[src/rtl/vga_timing_gen_pkg.sv]
// Shared VGA timing defaults and the colour type used by the maze renderers.
// Derived line/frame totals and sync windows are pre-computed for the 640x480 mode.
package vga_pkg;

    localparam int VGA_H_ACTIVE = 640;
    localparam int VGA_H_FP     = 16;
    localparam int VGA_H_SYNC   = 96;
    localparam int VGA_H_BP     = 48;
    localparam int VGA_V_ACTIVE = 480;
    localparam int VGA_V_FP     = 10;
    localparam int VGA_V_SYNC   = 2;
    localparam int VGA_V_BP     = 33;

    localparam int VGA_H_TOTAL  = VGA_H_ACTIVE + VGA_H_FP + VGA_H_SYNC + VGA_H_BP;
    localparam int VGA_V_TOTAL  = VGA_V_ACTIVE + VGA_V_FP + VGA_V_SYNC + VGA_V_BP;
    localparam int VGA_HS_START = VGA_H_ACTIVE + VGA_H_FP;
    localparam int VGA_HS_END   = VGA_HS_START + VGA_H_SYNC - 1;
    localparam int VGA_VS_START = VGA_V_ACTIVE + VGA_V_FP;
    localparam int VGA_VS_END   = VGA_VS_START + VGA_V_SYNC - 1;

    typedef struct packed {
        logic [3:0] r;
        logic [3:0] g;
        logic [3:0] b;
    } rgb_t;

endpackage

[src/rtl/vga_timing_gen_sync_delay.sv]
// Fixed-depth shift register that lines raw sync/blank up with the renderer latency.
// Each bit has its own reset value so sync bits flush to their inactive level.
module sync_delay #(
    parameter int               DEPTH   = 1,
    parameter int               WIDTH   = 3,
    parameter logic [WIDTH-1:0] RST_VAL = '0
) (
    input  logic             i_clk,
    input  logic             i_rst_n,
    input  logic [WIDTH-1:0] i_d,
    output logic [WIDTH-1:0] o_q
);

    generate
        if (DEPTH == 0) begin : g_wire
            assign o_q = i_d;
        end else begin : g_shift
            logic [WIDTH-1:0] r_stage [DEPTH];

            // Shift one stage per pixel clock; reset flushes every stage.
            always_ff @(posedge i_clk) begin
                if (!i_rst_n) begin
                    for (int i = 0; i < DEPTH; i++) begin
                        r_stage[i] <= RST_VAL;
                    end
                end else begin
                    r_stage[0] <= i_d;
                    for (int i = 1; i < DEPTH; i++) begin
                        r_stage[i] <= r_stage[i-1];
                    end
                end
            end

            assign o_q = r_stage[DEPTH-1];
        end
    endgenerate

endmodule

[src/rtl/vga_timing_gen.sv]
// 640x480@60 raster generator: scan counters, blanked col/row for the renderers,
// sync delayed to match renderer latency, and registered pin drivers.
module vga_timing_gen
    import vga_pkg::*;
#(
    parameter int H_ACTIVE = VGA_H_ACTIVE,
    parameter int H_FP     = VGA_H_FP,
    parameter int H_SYNC   = VGA_H_SYNC,
    parameter int H_BP     = VGA_H_BP,
    parameter int V_ACTIVE = VGA_V_ACTIVE,
    parameter int V_FP     = VGA_V_FP,
    parameter int V_SYNC   = VGA_V_SYNC,
    parameter int V_BP     = VGA_V_BP,
    parameter int PIX_LAT  = 1
) (
    input  logic       pixel_clk,
    input  logic       resetSwitch,
    output logic [9:0] col,
    output logic [8:0] row,
    output logic       frame_start,
    input  logic [3:0] red_in,
    input  logic [3:0] green_in,
    input  logic [3:0] blue_in,
    output logic       vga_hsync,
    output logic       vga_vsync,
    output logic [3:0] vga_red,
    output logic [3:0] vga_green,
    output logic [3:0] vga_blue
);

    localparam logic [9:0] H_VIS    = 10'(H_ACTIVE);
    localparam logic [9:0] V_VIS    = 10'(V_ACTIVE);
    localparam logic [9:0] H_MAX    = 10'(H_ACTIVE + H_FP + H_SYNC + H_BP - 1);
    localparam logic [9:0] V_MAX    = 10'(V_ACTIVE + V_FP + V_SYNC + V_BP - 1);
    localparam logic [9:0] HS_START = 10'(H_ACTIVE + H_FP);
    localparam logic [9:0] HS_END   = 10'(H_ACTIVE + H_FP + H_SYNC - 1);
    localparam logic [9:0] VS_START = 10'(V_ACTIVE + V_FP);
    localparam logic [9:0] VS_END   = 10'(V_ACTIVE + V_FP + V_SYNC - 1);

    logic [9:0] r_hcnt;
    logic [9:0] r_vcnt;
    logic       w_video_on;
    logic       w_hs_raw;
    logic       w_vs_raw;
    logic [2:0] w_dly_in;
    logic [2:0] w_dly_out;
    rgb_t       w_rgb_in;
    rgb_t       r_rgb;
    logic       r_hsync;
    logic       r_vsync;

    // Scan counters; vcnt advances on the same edge that wraps hcnt.
    always_ff @(posedge pixel_clk) begin
        if (!resetSwitch) begin
            r_hcnt <= 10'd0;
            r_vcnt <= 10'd0;
        end else if (r_hcnt == H_MAX) begin
            r_hcnt <= 10'd0;
            r_vcnt <= (r_vcnt == V_MAX) ? 10'd0 : r_vcnt + 10'd1;
        end else begin
            r_hcnt <= r_hcnt + 10'd1;
            r_vcnt <= r_vcnt;
        end
    end

    assign w_video_on  = (r_hcnt < H_VIS) && (r_vcnt < V_VIS);
    assign w_hs_raw    = !((r_hcnt >= HS_START) && (r_hcnt <= HS_END));
    assign w_vs_raw    = !((r_vcnt >= VS_START) && (r_vcnt <= VS_END));

    // Coordinates are zeroed in blanking so renderers never index past the visible area.
    assign col         = w_video_on ? r_hcnt : 10'd0;
    assign row         = w_video_on ? r_vcnt[8:0] : 9'd0;
    assign frame_start = (r_hcnt == 10'd0) && (r_vcnt == 10'd0);

    assign w_dly_in    = {w_hs_raw, w_vs_raw, w_video_on};
    assign w_rgb_in    = {red_in, green_in, blue_in};

    sync_delay #(
        .DEPTH   (PIX_LAT),
        .WIDTH   (3),
        .RST_VAL (3'b110)
    ) u_sync_delay (
        .i_clk   (pixel_clk),
        .i_rst_n (resetSwitch),
        .i_d     (w_dly_in),
        .o_q     (w_dly_out)
    );

    // Pin register: one stage after the delay line for sync and blanked colour alike.
    always_ff @(posedge pixel_clk) begin
        if (!resetSwitch) begin
            r_hsync <= 1'b1;
            r_vsync <= 1'b1;
            r_rgb   <= rgb_t'(12'd0);
        end else begin
            r_hsync <= w_dly_out[2];
            r_vsync <= w_dly_out[1];
            r_rgb   <= w_dly_out[0] ? w_rgb_in : rgb_t'(12'd0);
        end
    end

    assign vga_hsync = r_hsync;
    assign vga_vsync = r_vsync;
    assign vga_red   = r_rgb.r;
    assign vga_green = r_rgb.g;
    assign vga_blue  = r_rgb.b;

endmodule

[config.mk]
export PLATFORM = sky130hd
export DESIGN_NAME = vga_timing_gen
export DESIGN_NICKNAME = d
export VERILOG_FILES = /design/src/rtl/vga_timing_gen_pkg.sv /design/src/rtl/vga_timing_gen_sync_delay.sv /design/src/rtl/vga_timing_gen.sv
export SDC_FILE = /design/constraint.sdc
export NUM_CORES = 1
export LEC_CHECK = 0
export ABC_AREA = 1
export CAP_MARGIN = 20
export CORE_MARGIN = 1
export CORE_UTILIZATION = 51
export DETAILED_ROUTE_END_ITERATION = 7
export HOLD_SLACK_MARGIN = 0.15
export PLACE_DENSITY = 0.84
export SYNTH_ARGS = -nofsm -noshare
export SYNTH_HDL_FRONTEND = slang
export SYNTH_SLANG_ARGS = --single-unit
[constraint.sdc]
create_clock -name pixel_clk -period 3.5 [get_ports pixel_clk]
set_clock_uncertainty 0.05 [all_clocks]
set_input_delay 0.35 -clock pixel_clk [delete_from_list [all_inputs] [get_ports pixel_clk]]
set_output_delay 0.35 -clock pixel_clk [all_outputs]
set_load 0.02 [all_outputs]
; ---- Yosys cells after proc, flatten, opt, wreduce, memory -nomap -nowiden
; Memory sizes are Yosys's and may differ from the RTL's.
; Index checks and enable logic that the tools add are counted.
[totals]
register_bits = 34
ramBits = 3
output_inout_bits = 34
elab_cells = 37
mem_count = 1
[op_classes]
n_addsub = 2
magnitude_cmp = 6
n_eq_ne = 2
n_mux = 7
n_bitwise = 1
n_reduce_logical = 11
[memory_table]
columns = name, depth, width, rd, rd_clocked_by_memory_dff, wr, line
row1 = u_sync_delay.g_shift.r_stage, 1, 3, 1, 0, 1, vga_timing_gen_sync_delay.sv:18  ; logic [WIDTH-1:0] r_stage [DEPTH];
[ops]
columns = operator, n
row1 = "10-bit by 1-bit adder with 10-bit output, second input constant", 2
row2 = "10-bit == test, second input constant", 2
row3 = 10-bit zero test, 2
row4 = 10-bit two-way mux, 2
row5 = "10-bit greater-or-equal comparator, second input constant", 1
row6 = "10-bit by 9-bit greater-or-equal comparator with 1-bit output, second input constant", 1
row7 = "10-bit <= comparator, second input constant", 1
row8 = "10-bit by 9-bit <= comparator with 1-bit output, second input constant", 1
row9 = "10-bit less-than comparator, second input constant", 1
row10 = "10-bit by 9-bit less-than comparator with 1-bit output, second input constant", 1
row11 = 9-bit two-way mux, 1
row12 = 1-bit logical AND, 4
row13 = 1-bit two-way mux, 3
row14 = 3-bit two-way mux, 1
row15 = 3-bit OR reduction, 1
row16 = 1-bit zero test, 2
row17 = 2-bit AND reduction, 1
row18 = 2-bit OR reduction, 1
row19 = 1-bit NOT, 1

; ---- Depth between registers and ports, before layout
; Gate-level depths: netlist of the first run.
[logic_depth]
depth_word = 4
depth_mapped = 9
mapped_depth_nobuf = 9

; ---- Cells and area by module
; A second synthesis of the first run with hierarchy kept.
[unflattened]
hier_cells = 257
hier_area_um2 = 1736.7
[by_module_without_submodules]
columns = module, instances, cells_each, area_per_inst_um2
row1 = vga_timing_gen, 1, 248, 1654.1
row2 = sync_delay, 1, 9, 82.6

; ---- Worst setup path after synthesis of the first run
; OpenSTA, ideal clock, no wires.
[synth_path]
path_type = reg-to-output
from = register r_hcnt[7]
to = output port col[0]
t_arrival_ns = 1.079
t_required_ns = 3.100
slack_ns = 2.021
path_stages_with_launch = 6
cell_sequence = dfxtp_1 buf_2 inv_2 o2111ai_1 buf_2 nor2_1
[synth_between]
elab_chain_len = 3
[synth_rtl]
columns = item, line
row1 = from (decl), vga_timing_gen.sv:40  ; logic [9:0] r_hcnt;
row2 = from (signal assigned), vga_timing_gen.sv:61  ; r_hcnt <= r_hcnt + 10'd1;
row3 = 10-bit less-than comparator, vga_timing_gen.sv:66  ; assign w_video_on = (r_hcnt < H_VIS) && (r_vcnt < V_VIS);
row4 = 1-bit logical AND, vga_timing_gen.sv:66
row5 = 10-bit two-way mux, vga_timing_gen.sv:71  ; assign col = w_video_on ? r_hcnt : 10'd0;
row6 = to (decl), vga_timing_gen.sv:18  ; output logic [9:0] col,
; Every way passes these cells.

; ---- Final worst setup path of the first run
; Ends and elaborated chain as after synthesis.

==> summary.txt, run 1 <==
status -> finished clean
RSZ-0062 raised after global routing -> no
Seq/Total Area, Yosys -> 42.9%
final slew viol count -> 0
largest net degree at the start of global routing -> 15
final setup margin -> 680 ps
Setup Buffers After CTS -> 0
Net Count, Synth -> 268
total CTS buffers -> 5
IO Count -> 48
Root Driver -> clkbuf_4
CP Cell Sequence -> inv_2 > o2111ai_1 > buf_4 > nor2_1 > clkdlybuf4s50_1
reg2reg start -> r_hcnt[7]
Worst R2R End -> u_sync_delay.g_shift.r_stage[0][0]
DR iter-0 viols -> 84
Remaining Overflow, GRT -> 0
top-count cell post-synth -> nor2_1
main flop type after synthesis -> dfxtp_1
multi-input logic area -> 796 µm²
Placeable Area -> 3130 µm²
Die Width -> 60.2 µm
clock tree buffer depth -> 2
depth of the CTS H-tree -> 2
sum of negative setup slack -> 0 ps
Syn Area/Cell -> 6.91 µm²
GRT Util Overall -> 23.9%
Antenna Violating Nets Remaining -> 0
CTS sink count -> 37
top cells by area, synth -> dfxtp_1, nor2_1, nand2_1
Post-layout nets -> 318
number of flops mapped to enable cells by yosys -> 0
Crit-path slowest cell -> o2111ai_1
hold_sp -> u_sync_delay.g_shift.r_stage[0][2]
Largest delay share family, worst path -> buffers and inverters
DRC errors left -> 0
CTS tree -> built
synthesis-stage register bit count -> 37
Buf/Inv on CP -> 3
crit start category -> flip-flop
Resize count post-CTS -> 0
Fin. Hold Viols -> 0
WL final -> 3870 µm
Post-synth top cells -> nor2_1, nand2_1, inv_1, dfxtp_1, nand3_1
Tmin final -> 2820 ps
die height -> 60.2 µm
drt wl/cell -> 11.3 µm
Worst Setup SP -> r_hcnt[7]
drt pass-1 iters -> 4
initial antenna violation count -> 0
DRT met1 WL -> 1700 µm
P_leak -> 0.988 nW
type of the most critical hold path -> flip-flop to flip-flop
design area -> 2270 µm²
Worst Max-Slew Pin Slew -> 689 ps
share of layout cells above drive strength 1 -> 8.03%
Worst VDD drop -> 0.000255 V
Worst R2R Setup Slack -> 1800 ps
cell taking the most area after synthesis -> dfxtp_1
critical path endpoint category -> output port
die area -> 3620 µm²
gpl congestion -> 0.914
first-pass GRT wire length -> 6410 µm
Reg area -> 741 µm²
clock slew seen by the registers of the worst setup and hold paths -> 100 ps
Max Fclk -> 355 MHz
Yosys top cell area share -> 42.9%
Crit Path Category -> flip-flop to output port
routed length on met3 -> 307 µm
worst slack, placed -> 1070 ps
FP Rows -> 20
Max-Cap Viols -> 0
Mapped Cells -> 250
critical path capture point -> col[0]
vias in the first global route -> 1512
Slew Limit Headroom -> 54.0%
hold_buf cts -> 0
Vias/cell -> 4.87
I/O Buffers -> 47
crit path DAT -> 2420 ps
top sig layer -> met4
latest clock arrival within the worst-skew pair -> 330 ps
via count -> 1670
worst path required time -> 3100 ps
fraction of registers with async set/reset -> 0%
final setup violation count -> 0
part of the cycle the worst path needs -> 80.6%
filler instances -> 263
power per cell area -> 312 nW/µm²
met2 wire len -> 1830 µm
total chip power -> 0.000709 W
stages on the worst setup path -> 5
Starting Density -> 55.2%
Post-Syn Area -> 1730 µm²
Worst R2R Path Depth -> 4
slowest cell delay on critical path -> 600 ps
ANT cells -> 0
dpl hpwl -> 3020 µm
synth unique cells -> 27
synthesis-to-layout area growth -> 31.6%
largest fanout on the critical path -> 12
synth warn -> 0
cell area after placement -> 2230 µm²
-- power by group --
part,total [W],internal (W),switching [W],leakage [nW]
combinational,0.0000763,0.0000380,0.0000383,0.660
sequential,0.000434,0.000430,0.00000412,0.301
clock,0.000199,0.0000697,0.000129,0.0269
total,0.000709,0.000537,0.000171,0.988
-- layer usage --
metal,vias up,GRT usage (%)
met4,0,6.64
li1,857,-
met1,748,28.3
met3,5,7.36
met2,60,41.1
met5,-,0
-- registers in the layout (all words and copies together) (netlist names) --
| register | cells |
|---|---|
| r_hcnt | 10 |
| r_vcnt | 10 |
| u_sync_delay.g_shift.r_stage | 3 |
| vga_blue | 4 |
| vga_green | 4 |
| vga_hsync | 1 |
| vga_red | 4 |
| vga_vsync | 1 |
-- logic make-up after synthesis --
family                   count (synthesis)  share of synthesized area [%]
XOR/XNOR                                 4                           2.03
AND/OR/NAND/NOR                        148                           37.3
buffers and inverters                   47                           11.0
AO/OA/AOI/OAI                           10                           3.84
flip-flops                              37                           42.9
adder cells (fa/ha/maj)                  4                           2.90
-- final cells by class --
class,count,area share [%]
well taps,44,2.42
clock inverters,1,0.220
inverters,42,7.05
flip-flops and latches,37,32.6
repair buffers,48,21.0
clock buffers,5,1.65
multi-input cells,166,35.0
-- through the flow --
| step | std cells | utilization (%) | hold slack, ps |
|---|---|---|---|
| final | 343 | 72.6 | 376 |
| after global routing | 343 | 72.6 | 391 |
| after CTS | 343 | 72.6 | 380 |
| after detailed placement | 337 | 71.3 | 357 |
| after global placement | 337 | 71.3 | 346 |
| after floorplan | 250 | - | 343 |
-- worst min-delay path by stage --
| stage | cells past startpoint | slack [ps] | end |
|---|---|---|---|
| 6_report | 1 | 380 | vga_hsync |
| 2_1_floorplan | 1 | 340 | vga_hsync |
| 5_1_grt | 1 | 390 | vga_hsync |
| 4_1_cts | 1 | 380 | vga_hsync |
| 3_5_place_dp | 1 | 360 | vga_hsync |
| 3_3_place_gp | 1 | 350 | vga_hsync |
-- layout by cell type, fill, tap and decap left out, types with 2 or more instances in the layout --
master,Yosys,routed
a21oi_1,3,3
a21oi_2,2,2
clkbuf_4,0,5
clkdlybuf4s50_1,0,47
dfxtp_1,37,37
ha_1,4,4
inv_1,38,38
inv_2,3,3
nand2_1,46,46
nand2_2,2,2
nand2_4,2,2
nand3_1,15,15
nand4_1,6,6
nor2_1,67,67
nor2_2,2,2
nor3_1,2,2
o2111ai_1,2,2
o21ai_1,2,2
or2_2,2,2
xor2_1,4,4
(Power assumes the default switching activity.)
==> run 2, diff against run 1 <==
- CORE_UTILIZATION: 51 -> 43
- PLACE_DENSITY: 0.84 -> 0.76
- clock period: 3.5 -> 2.4 ns (I/O delays scaled with it)
==> run 2 against run 1 <==
Effect of this change:
- clock power grew 120%
- sequential cell count is the same
- combinational power grew 44%
- via count shrank 0.42%
- global-route usage shrank 2.7 points
- non-clock buffer count grew 1
- first-iteration DRC count grew 54%
- count of clock-buffer cells in the layout grew 2
- critical path type unchanged
==> summary.txt, run 2 (same netlist as run 1, synthesis figures left out) <==
depth of the CTS H-tree -> 2 (unchanged)
Worst R2R End -> r_vcnt[7] (was u_sync_delay.g_shift.r_stage[0][0])
latest clock arrival within the worst-skew pair -> 290 ps (was 330 ps)
Largest regs -> r_hcnt (10), r_vcnt (10) (unchanged)
drt pass-1 iters -> 4 (unchanged)
critical path endpoint category -> output port (unchanged)
gpl congestion -> 0.874 (was 0.914)
Vias/cell -> 4.77 (was 4.87)
worst path required time -> 2110 ps (was 3100 ps)
DRT met1 WL -> 1740 µm (was 1700 µm)
CTS tree -> built (unchanged)
Max-Cap Viols -> 0 (unchanged)
Worst R2R Setup Slack -> 810 ps (was 1800 ps)
WL final -> 3890 µm (was 3870 µm)
die area -> 4270 µm² (was 3620 µm²)
largest fanout on the critical path -> 4 (was 12)
DRC errors left -> 0 (unchanged)
power per cell area -> 507 nW/µm² (was 312 nW/µm²)
IO Count -> 48 (unchanged)
final slew viol count -> 0 (unchanged)
clock tree buffer depth -> 2 (unchanged)
largest net degree at the start of global routing -> 15 (unchanged)
status -> finished clean (unchanged)
routed length on met3 -> 339 µm (was 307 µm)
Starting Density -> 46.1% (was 55.2%)
synthesis-to-layout area growth -> 34.9% (was 31.6%)
dpl hpwl -> 2970 µm (was 3020 µm)
Worst R2R Path Depth -> 8 (was 4)
RSZ-0062 raised after global routing -> no (unchanged)
Post-layout nets -> 319 (was 318)
final setup violation count -> 0 (unchanged)
P_leak -> 1.01 nW (was 0.988 nW)
critical path capture point -> frame_start (was col[0])
Crit-path slowest cell -> clkdlybuf4s50_1 (was o2111ai_1)
Placeable Area -> 3740 µm² (was 3130 µm²)
commonest non-fill, non-tap cells in the layout -> nor2_1, clkdlybuf4s50_1, nand2_1, inv_1, dfxtp_1 (unchanged)
drt wl/cell -> 11.2 µm (was 11.3 µm)
clock slew seen by the registers of the worst setup and hold paths -> 70 ps (was 100 ps)
total CTS buffers -> 5 (unchanged)
Min Hold Slack -> 369 ps (was 376 ps)
Tmin final -> 2250 ps
Antenna Violating Nets Remaining -> 0 (unchanged)
initial antenna violation count -> 0 (unchanged)
DR iter-0 viols -> 129 (was 84)
top sig layer -> met4 (unchanged)
Die Width -> 65.4 µm (was 60.2 µm)
ANT cells -> 0 (unchanged)
type of the most critical hold path -> flip-flop to flip-flop (unchanged)
via count -> 1663 (was 1670)
Crit Path Category -> flip-flop to output port (unchanged)
Remaining Overflow, GRT -> 0 (unchanged)
Worst Setup SP -> r_vcnt[1] (was r_hcnt[7])
part of the cycle the worst path needs -> 93.6%
crit path DAT -> 1960 ps (was 2420 ps)
Slew Limit Headroom -> 75.8% (was 54.0%)
CTS sink count -> 37 (unchanged)
reg2reg start -> r_hcnt[0] (was r_hcnt[7])
die height -> 65.4 µm (was 60.2 µm)
cell mode on critical path -> nor2_1
Worst Max-Slew Pin Slew -> 362 ps (was 689 ps)
GRT Util Overall -> 21.1% (was 23.9%)
Max Fclk -> 445 MHz
met2 wire len -> 1730 µm (was 1830 µm)
Resize count post-CTS -> 0 (unchanged)
Worst VDD drop -> 0.000365 V (was 0.000255 V)
Root Driver -> clkbuf_8 (was clkbuf_4)
FP Rows -> 22 (was 20)
Setup Buffers After CTS -> 0 (unchanged)
most common cell after layout, fill and taps aside -> nor2_1 (unchanged)
sum of negative setup slack -> 0 ps (unchanged)
slowest cell delay on critical path -> 620 ps (was 600 ps)
I/O Buffers -> 47 (unchanged)
share of layout cells above drive strength 1 -> 8.31% (was 8.03%)
first-pass GRT wire length -> 6820 µm (was 6410 µm)
hold_buf cts -> 0 (unchanged)
Fin. Hold Viols -> 0 (unchanged)
CP Cell Sequence -> inv_1 > ha_1 > nand4_1 > nor2_1 > nand2_1 > nor2_1 > clkdlybuf4s50_1 (was inv_2 > o2111ai_1 > buf_4 > nor2_1 > clkdlybuf4s50_1)
vias in the first global route -> 1639 (was 1512)
crit start category -> flip-flop (unchanged)
## run 2: cell type report
cell class | count | area [µm²]
Clock buffer | 7 | 86.3
Fill cell | 358 | 1420
Inverter | 42 | 160
Multi-Input combinational cell | 166 | 796
Sequential cell | 37 | 741
Tap cell | 48 | 60.1
Timing Repair Buffer | 49 | 485
## run 2: worst min path at each step
stage | depth (start not counted) | to | slack [ps] | start
floorplan | 2 | vga_blue[0] | 300 | blue_in[0]
global placement | 1 | vga_hsync | 350 | u_sync_delay.g_shift.r_stage[0][2]
detailed placement | 1 | vga_hsync | 360 | u_sync_delay.g_shift.r_stage[0][2]
CTS | 1 | vga_hsync | 370 | u_sync_delay.g_shift.r_stage[0][2]
global route | 1 | vga_hsync | 390 | u_sync_delay.g_shift.r_stage[0][2]
finish | 1 | vga_hsync | 370 | u_sync_delay.g_shift.r_stage[0][2]
## run 2: power by group
group / internal [W] / total, W / switching, W / leakage (nW)
Combinational: 0.0000554 / 0.000110 / 0.0000546 / 0.665
Clock: 0.000228 / 0.000439 / 0.000211 / 0.0443
Sequential: 0.000627 / 0.000633 / 0.00000624 / 0.301
## run 2: metal layers
metal | vias up | GRT usage (%)
met5 | - | 0
met4 | 0 | 10.3
met3 | 8 | 9.03
met2 | 64 | 34.4
met1 | 732 | 23.5
li1 | 859 | -
## run 2: worst max-delay path, delay by kind of cell (launching register included)
kind	cells	cell delay [ps]
buf+inv	2	750
fa+ha+maj	1	200
simple gates	4	390
flops	1	330
## run 2: metrics by stage
step	utilization (%)	power (W)	area (µm²)	instances	setup WS (ps)
2_1_floorplan	-	0.000701	1730	250	1030
3_3_place_gp	59.9	0.000756	2240	342	487
3_5_place_dp	59.9	0.000758	2240	342	482
4_1_cts	62.2	0.00118	2330	349	165
5_1_grt	62.2	0.00122	2330	349	87.2
6_report	62.2	0.00118	2330	349	154
